[src/rtl/stopwatch_pkg.sv]
`default_nettype none
// ============================================================================
//  Package     : stopwatch_pkg
//  Description : Shared types and constants for the BCD stopwatch.
//                FSM state encoding, per-digit modulus table and BCD width.
//  Revision    : 1.0 - initial release
// ============================================================================
package stopwatch_pkg;

  // Control FSM state encoding
  typedef enum logic [1:0] {
    IDLE = 2'd0,
    RUN  = 2'd1,
    STOP = 2'd2
  } state_t;

  localparam int BCD_W      = 4;
  localparam int NUM_DIGITS = 8;

  // Modulus per display position, rightmost (hundredths units) first:
  // cc units, cc tens, SS units, SS tens, MM units, MM tens, HH units, HH tens
  localparam int DIG_MOD [NUM_DIGITS] = '{10, 10, 10, 6, 10, 6, 10, 10};

endpackage : stopwatch_pkg
`default_nettype wire

[src/rtl/bcd_stopwatch_digit.sv]
`default_nettype none
// ============================================================================
//  Module      : bcd_digit
//  Description : One modulo-MOD BCD counter digit of the stopwatch cascade.
//  Ports       : clk    in   system clock
//                reset  in   synchronous active-high reset
//                clr    in   synchronous clear to zero
//                inc    in   advance by one this cycle
//                q      out  current digit value (0..MOD-1)
//                carry  out  inc while at MOD-1 (feeds next digit's inc)
//  Revision    : 1.0 - initial release
// ============================================================================
module bcd_digit
  import stopwatch_pkg::*;
#(
  parameter int MOD = 10
) (
  input  logic             clk,
  input  logic             reset,
  input  logic             clr,
  input  logic             inc,
  output logic [BCD_W-1:0] q,
  output logic             carry
);

  localparam logic [BCD_W-1:0] C_MAX = BCD_W'(MOD - 1);

  logic at_max;

  // Treat anything at or above the top as the top so the digit can never
  // wander outside its modulus.
  assign at_max = (q >= C_MAX);
  assign carry  = inc && at_max;

  always_ff @(posedge clk) begin
    if (reset || clr) begin
      q <= '0;
    end else if (inc) begin
      q <= at_max ? '0 : q + BCD_W'(1);
    end
  end

endmodule : bcd_digit
`default_nettype wire

[src/rtl/bcd_stopwatch.sv]
`default_nettype none
// ============================================================================
//  Module      : bcd_stopwatch
//  Description : 8-digit BCD stopwatch core, HH:MM:SS.cc, run/stop/clear.
//                Optional lap hold built when macro STOPWATCH_LAP_EN is
//                defined; otherwise lap is ignored and lap_hold is 0.
//  Ports       : clk         in   system clock
//                reset       in   synchronous active-high reset
//                start_stop  in   pulse, toggles run/stop
//                clear       in   pulse, zero the count while stopped
//                lap         in   pulse, toggle lap hold (lap build only)
//                digits      out  8 BCD nibbles, [3:0] = cc units
//                running     out  high while counting
//                tick        out  strobe on each count advance
//                wrap        out  strobe when 99:59:59.99 rolls to zero
//                lap_hold    out  high while display shows the snapshot
//  Revision    : 1.0 - initial release
// ============================================================================
module bcd_stopwatch
  import stopwatch_pkg::*;
#(
  parameter int CLK_HZ  = 100_000_000,
  parameter int TICK_HZ = 100
) (
  input  logic                          clk,
  input  logic                          reset,
  input  logic                          start_stop,
  input  logic                          clear,
  input  logic                          lap,
  output logic [NUM_DIGITS*BCD_W-1:0]   digits,
  output logic                          running,
  output logic                          tick,
  output logic                          wrap,
  output logic                          lap_hold
);

  localparam int TICK_DIV = CLK_HZ / TICK_HZ;
  localparam int PW       = (TICK_DIV > 2) ? $clog2(TICK_DIV) : 1;
  localparam logic [PW-1:0] C_PRE_MAX = PW'(TICK_DIV - 1);

  state_t                        state_q;
  state_t                        state_d;
  logic                          presc_clr;
  logic                          digit_clr;
  logic [PW-1:0]                 presc;
  logic [NUM_DIGITS-1:0]         inc_chain;
  logic [NUM_DIGITS-1:0]         carry;
  logic [NUM_DIGITS*BCD_W-1:0]   live;

  // --------------------------------------------------------------------------
  // Control FSM
  // --------------------------------------------------------------------------
  always_ff @(posedge clk) begin
    if (reset) begin
      state_q <= IDLE;
    end else begin
      state_q <= state_d;
    end
  end

  always_comb begin
    state_d   = state_q;
    presc_clr = 1'b0;
    digit_clr = 1'b0;
    case (state_q)
      IDLE: begin
        if (start_stop) begin
          state_d   = RUN;
          presc_clr = 1'b1;
        end
      end
      RUN: begin
        // clear has no effect while counting
        if (start_stop) begin
          state_d = STOP;
        end
      end
      STOP: begin
        // clear takes priority over a simultaneous start_stop
        if (clear) begin
          state_d   = IDLE;
          presc_clr = 1'b1;
          digit_clr = 1'b1;
        end else if (start_stop) begin
          state_d = RUN;
        end
      end
      default: begin
        state_d   = IDLE;
        presc_clr = 1'b1;
        digit_clr = 1'b1;
      end
    endcase
  end

  assign running = (state_q == RUN);

  // --------------------------------------------------------------------------
  // Prescaler: advances only while running, holds its value while stopped
  // --------------------------------------------------------------------------
  assign tick = running && (presc == C_PRE_MAX);

  always_ff @(posedge clk) begin
    if (reset || presc_clr) begin
      presc <= '0;
    end else if (running) begin
      presc <= tick ? '0 : presc + PW'(1);
    end
  end

  // --------------------------------------------------------------------------
  // Digit cascade: each digit increments on the carry of the one below
  // --------------------------------------------------------------------------
  assign inc_chain = {carry[NUM_DIGITS-2:0], tick};

  for (genvar k = 0; k < NUM_DIGITS; k++) begin : g_digit
    bcd_digit #(
      .MOD (DIG_MOD[k])
    ) u_digit (
      .clk   (clk),
      .reset (reset),
      .clr   (digit_clr),
      .inc   (inc_chain[k]),
      .q     (live[k*BCD_W +: BCD_W]),
      .carry (carry[k])
    );
  end : g_digit

  // Top-digit carry already implies every digit is at max; the tick term
  // keeps the strobe confined to genuine count advances.
  assign wrap = tick && carry[NUM_DIGITS-1];

  // --------------------------------------------------------------------------
  // Lap hold
  // --------------------------------------------------------------------------
`ifdef STOPWATCH_LAP_EN
  logic                        hold_q;
  logic [NUM_DIGITS*BCD_W-1:0] snap_q;

  always_ff @(posedge clk) begin
    if (reset) begin
      hold_q <= 1'b0;
      snap_q <= '0;
    end else if (state_d == IDLE) begin
      hold_q <= 1'b0;
    end else if (lap && running) begin
      hold_q <= !hold_q;
      if (!hold_q) begin
        snap_q <= live;
      end
    end
  end

  assign lap_hold = hold_q;
  assign digits   = hold_q ? snap_q : live;
`else
  logic unused_lap;

  assign unused_lap = lap;
  assign lap_hold   = 1'b0;
  assign digits     = live;
`endif

endmodule : bcd_stopwatch
`default_nettype wire

[config.mk]
export PLATFORM = sky130hd
export DESIGN_NAME = bcd_stopwatch
export DESIGN_NICKNAME = d
export VERILOG_FILES = /design/src/rtl/stopwatch_pkg.sv /design/src/rtl/bcd_stopwatch_digit.sv /design/src/rtl/bcd_stopwatch.sv
export SDC_FILE = /design/constraint.sdc
export NUM_CORES = 1
export LEC_CHECK = 0
export ABC_AREA = 1
export BUFFER_PORTS_ARGS = -buffer_cell sky130_fd_sc_hd__buf_2
export CORE_UTILIZATION = 62
export CTS_CLUSTER_SIZE = 40
export DETAILED_ROUTE_END_ITERATION = 12
export PLACE_DENSITY = 0.85
export REMOVE_ABC_BUFFERS = 1
export SKIP_CTS_REPAIR_TIMING = 1
export SLEW_MARGIN = 15
export SYNTH_ARGS = -nofsm -noshare
export SYNTH_HDL_FRONTEND = slang
export SYNTH_SLANG_ARGS = --single-unit
export TNS_END_PERCENT = 5
[constraint.sdc]
create_clock -name clk -period 3.9 [get_ports clk]
set_input_delay 0.39 -clock clk [delete_from_list [all_inputs] [get_ports clk]]
set_output_delay 0.39 -clock clk [all_outputs]
set_load 0.005 [all_outputs]
==> results.yml, run 1 <==
die:
  ios: 41
  initial_utilization_pct: 64.43
  die_x_um: 71.83
  fp.dieH_um: 71.83
  core_sq_um: 4692
  num_rows: 25
  die_area_sq_um: 5159
cells_and_area:
  mostFrequentLayoutCell: "nand2_1"
  final_cell_mix: "nand2_1, inv_1, dfxtp_1, nor2_1, buf_2"
  area_growth_pct: 10.93
  diodes: 0
  drive_above_1_share_pct: 14.13
  fin_area_sq_um: 3353
  nets: 489
  fin_util_pct: 71.47
clock_network:
  path_clk_slew_ps: 90
  numCtsBuffers: 5
  root_buffer: "clkbuf_8"
  cts_tree: "done"
  htree_levels: 2
  cts.sinks: 54
  insertion_delay_ps: 300
  clockBufferDepth: 2
sta:
  setup_viol: 0
  timing.fmax_ghz: 0.3583
  period_share_pct: 71.57
  finClkSkew_ps: 3.640
  finalCriticalPeriod_ps: 2791
  finalSetupTns_ps: 0
  finalMaxSlewViolations: 0
  relSlewSlack_pct: 52.00
  rsz0062_at_grt: "false"
  hold_viol_final: 0
  worstMarginPinSlew_ps: 720.1
  fin_hold_ws_ps: 361.7
logic_synthesis:
  synthXorXnorAreaFrac_pct: 2.318
  synth_cell_types: 36
  yosys_warnings: 0
  synth-async-reset-ratio_pct: 0
  synth_fa_ha_area_share_pct: 10.35
  ys_ff_latch: 54
  synthFlopType: "dfxtp_1"
  synth_top_family_by_area: "simple AND/OR/NAND/NOR gates"
  synth_compound_area_share_pct: 11.26
  netlist_area_sq_um: 3023
  synth_edf_count: 0
  synth_cells: 417
  syn_area_per_cell_sq_um: 7.249
  seq_area_frac_synth_pct: 35.76
  synthMuxAreaShare_pct: 0
  synth-simple-area-share_pct: 30.63
power_and_ir_drop:
  leakagePower_nw: 1.514
  totalPowerFinal_w: 0.0009150
  vdd_drop_max_uv: 161.6
  p_per_area_nw_per_um2: 272.9
grt:
  grt_max_degree: 23
  grt.total_usage_pct: 24.67
  grt_overflow: 0
  antenna_found_initial: 0
  first_global_vias: 2370
  grt_pass1_wl_mm: 10.14
hold_path:
  hp-class: "in2reg"
placed_design:
  gp_congestion: 0.8241
  hpwl_mm: 4.631
  numPortBuffers: 38
  postPlaceCellArea_sq_um: 3262
drt:
  drtAntennaViolNets: 0
  drt_iter0_markers: 104
  drc: 0
  wl_per_cell_um: 11.62
  drt_wl_total_mm: 5.973
  viasPerCell: 5.212
  first_pass_iters: 4
  dr_total_vias: 2679
critical_path:
  crit_top_cell: "nand4_4"
  arrival_ps: 2400
  startpoint_type: "register"
  end_kind: "output port"
  critPathSlowestCell: "a31oi_1"
  cp_data_required_time_ps: 3510
  crit_family: "simple AND/OR/NAND/NOR gates"
  path_cells: "inv_1, ha_1, a31oi_1, nand4_4, nor2_4, nand4_4, nor3_1, buf_2"
  critPathMaxFanout: 8
  cpPeakStageDelay_ps: 440
  crit_type: "reg2out"
  critPathBufInv: 2
run_status:
  outcome: "finished, final reports clean"
job:
  drv_cap: 0
where the power goes:
| part | switching (W) | internal, W |
|---|---|---|
| registers | 0.00000255 | 0.000553 |
| logic | 0.0000263 | 0.0000108 |
| clock network | 0.000178 | 0.000144 |
| total | 0.000207 | 0.000708 |
worst reg2reg max path, delay by kind of cell (launching register included):
kind | cells | cell delay, ps
adders and majority gates | 1 | 200
buffers and inverters | 1 | 100
AOI/OAI and AO/OA | 2 | 590
DFF | 1 | 390
and+or+nand+nor | 4 | 760
layout make-up:
| cell class | count | area [sq um] |
|---|---|---|
| well taps | 54 | 67.56 |
| inverters | 70 | 262.8 |
| clock buffers | 7 | 86.33 |
| multi-input cells | 289 | 1653 |
| flip-flops and latches | 54 | 1081 |
| repair buffers | 39 | 197.7 |
| fillers | 391 | 1339 |
| clock inverters | 1 | 5.005 |
cells by family (layout without fill, tap and decap cells):
family	after synthesis	after routing
and+or+nand+nor	192	192
buffers and inverters	74	117
DFF	54	54
adders and majority gates	25	25
other	1	1
xor gates and xnor gates	8	8
AOI/OAI and AO/OA	63	63
final timing paths:
check                                from                 endpoint  slack, ps  depth (start not counted)
setup / recovery  g_digit[1].u_digit.q[0]                     wrap       1110                          8
hold / removal                 start_stop               state_q[0]        360                          3
setup reg to reg  g_digit[1].u_digit.q[0]  g_digit[6].u_digit.q[2]       1760                          8
hold reg to reg   g_digit[6].u_digit.q[3]  g_digit[6].u_digit.q[3]        480                          2
flip-flops by register name (all words and copies together), names as in the netlist:
register           cells
g_digit.u_digit.q     32
presc                 20
state_q                2
stage by stage:
stage / std cells / setup WS, ps
2_1_floorplan: 413 / 1741
3_3_place_gp: 506 / 1464
3_5_place_dp: 506 / 1412
4_1_cts: 514 / 1075
5_1_grt: 514 / 809.9
6_report: 514 / 1109
Yosys cell counts, types with 2 or more instances:
cell,number,area share (%)
nand2_1,75,9.3
inv_1,67,8.3
dfxtp_1,54,36
nor2_1,50,6.2
a21oi_1,33,5.5
ha_1,25,10
nand3_1,17,2.8
o21ai_0,16,2.6
nor3_1,14,2.3
nand4_1,13,2.7
xor2_1,7,2.0
nor2_2,5,1.0
a211oi_1,4,0.99
a31oi_1,3,0.62
buf_4,3,0.74
inv_2,3,0.37
nand3b_1,3,0.74
nor2_4,3,1.1
nand4_4,2,1.4
nor3b_1,2,0.50
o21ai_1,2,0.33
o22ai_1,2,0.41
metal layers:
metal  vias up  track usage, %  share of wire (%)
met5         -               0                  0
met4         0           7.625                1.2
met3         7           5.204                2.6
met2        29           43.71                 51
met1      1210           29.92                 45
li1       1433               -                  -
(Power assumes the default switching activity.)
==> run 2, diff against run 1 <==
CORE_UTILIZATION = 57   (was 62)
PLACE_DENSITY = 0.79   (was 0.85)
clock period = 2.95 ns   (was 3.9 ns; I/O delays follow)
==> run 2 against run 1 <==
  * Sequential cell count unchanged
  * Final area rose by 0.90%
  * Wire length rose by 4.9%
  * Power up 33%
  * Clock skew up 3.2 ps
  * Critical path depth up 2
  * Sequential power grew 32%
  * Clock power grew 35%
  * Combinational power increased by 38%
  * Register-to-register slack got worse by 930 ps
  * Worst setup slack got worse by 860 ps
  * Sequential share of layout area down 0.29 points
  * Critical path type unchanged
  * Largest cell class unchanged
  * Largest power group unchanged
  * Highest routed layer unchanged
==> results.yml, run 2 (synthesis gave the netlist of run 1 again) <==
run_status:
  outcome: "finished, final reports clean"
grt:
  grt_overflow: 0
  antenna_found_initial: 0
  grt_max_degree: 23
  grt_pass1_wl_mm: 10.15
  first_global_vias: 2453
  grt.total_usage_pct: 23.65
sta:
  finalMaxSlewViolations: 0
  rsz0062_at_grt: "false"
  hold_viol_final: 0
  finClkSkew_ps: 6.829
  setup_viol: 0
  finalSetupTns_ps: 0
  relSlewSlack_pct: 54.82
  period_share_pct: 91.73
  worstMarginPinSlew_ps: 677.7
  timing.fmax_ghz: 0.3695
  fin_hold_ws_ps: 274.1
  finalCriticalPeriod_ps: 2706
clock_network:
  cts_tree: "done"
  htree_levels: 2
  numCtsBuffers: 5
  insertion_delay_ps: 310
  cts.sinks: 54
  clockBufferDepth: 2
  root_buffer: "clkbuf_8"
  path_clk_slew_ps: 100
cells_and_area:
  final_cell_mix: "nand2_1, inv_1, dfxtp_1, nor2_1, buf_2"
  regMostFlops: "g_digit.u_digit.q"
  fin_area_sq_um: 3383
  area_growth_pct: 11.92
  reg_top3: "g_digit.u_digit.q: 32 flops, presc: 20 flops, state_q: 2 flops"
  fin_util_pct: 66.24
  diodes: 0
  largest_reg_flops: 32
  nets: 489
  mostFrequentLayoutCell: "nand2_1"
  drive_above_1_share_pct: 14.57
power_and_ir_drop:
  p_per_area_nw_per_um2: 361.0
  power.internal_w: 0.0009348
  swShare_pct: 23.46
  p_switching_w: 0.0002866
  vdd_drop_max_uv: 223.7
  combPwrFrac_pct: 4.2
  totalPowerFinal_w: 0.001221
  power.share.clock_pct: 35.6
  leakagePower_nw: 1.513
  seqPwrFrac_pct: 60.2
placed_design:
  numPortBuffers: 38
  gp_congestion: 0.8137
  postPlaceCellArea_sq_um: 3282
  hpwl_mm: 4.742
hold_path:
  hold_path_depth: 4
  hold_start: "start_stop"
  hp-class: "in2reg"
  hold_end: "state_q[0]"
drt:
  drt_wl_total_mm: 6.265
  viasPerCell: 5.111
  dr_total_vias: 2709
  wl_per_cell_um: 11.82
  first_pass_iters: 4
  drt_iter0_markers: 126
  drc: 0
  drtAntennaViolNets: 0
critical_path:
  cp.depth: 10
  cp_data_required_time_ps: 2650
  path_cells: "ha_1, nand2_1, nor2_1, nand3_2, nor2_4, nand4_4, nor2_4, nand4_4, nor3_1, buf_2"
  cpPeakStageDelay_ps: 390
  rrSetupSlack_ps: 830
  crit_family: "simple AND/OR/NAND/NOR gates"
  setup.worst_path.start: "presc[0]"
  arrival_ps: 2410
  ff2ff_path_depth: 8
  crit_type: "reg2out"
  r2r-start: "g_digit[0].u_digit.q[0]"
  critPathMaxFanout: 8
  startpoint_type: "register"
  r2r-end: "g_digit[6].u_digit.q[2]"
  end_kind: "output port"
  critPathBufInv: 1
  critPathSlowestCell: "dfxtp_1"
die:
  fp.dieH_um: 74.83
  die_x_um: 74.83
  initial_utilization_pct: 59.19
  ios: 41
  die_area_sq_um: 5599
  num_rows: 26
  core_sq_um: 5107
job:
  drv_cap: 0
[run 2: cell count changes in the layout (fill, tap and decap cells not counted), sizes merged]
cell      delta
clkbuf       -1
clkinvlp     +1
[run 2: tightest hold or removal path, cell delays in order]
cell	delay, ps
buf_2	90
inv_1	60
nand2_1	50
a21oi_1	50
[run 2: how the worst max path moves through the flow]
stage	endpoint	slack, ps
3_5_place_dp	wrap	570
5_1_grt	wrap	60
6_report	wrap	240
2_1_floorplan	wrap	890
3_3_place_gp	wrap	580
4_1_cts	wrap	200
[run 2: stage by stage]
step | worst slack [ps] | std cells
floorplan | 886.2 | 413
global placement | 580.4 | 522
detailed placement | 572.1 | 522
CTS | 197.0 | 530
global route | 58.51 | 530
finish | 244.0 | 530
[run 2: per-layer routing]
layer	GRT usage (%)	vias up	part of all wire, %
met4	6.918	0	1.4
met1	28.50	1223	47
met3	5.622	9	3.8
met2	41.84	51	47
met5	0	-	0
li1	-	1426	-
[run 2: power by group through the flow]
stage          registers [W]  clock network, W  logic (W)
2_1_floorplan       0.000751                 0  0.0000339
3_3_place_gp        0.000752                 0  0.0000489
3_5_place_dp        0.000752                 0  0.0000501
4_1_cts             0.000735          0.000447  0.0000503
5_1_grt             0.000736          0.000478  0.0000570
6_report            0.000735          0.000435  0.0000511
[run 2: cell type report]
class                           count  area (sq um)
Fill cell                         487          1724
Multi-Input combinational cell    289          1659
Clock buffer                        6         82.58
Inverter                           70         262.8
Tap cell                           70         87.58
Sequential cell                    54          1081
Clock inverter                      2         12.51
Timing Repair Buffer               39         197.7
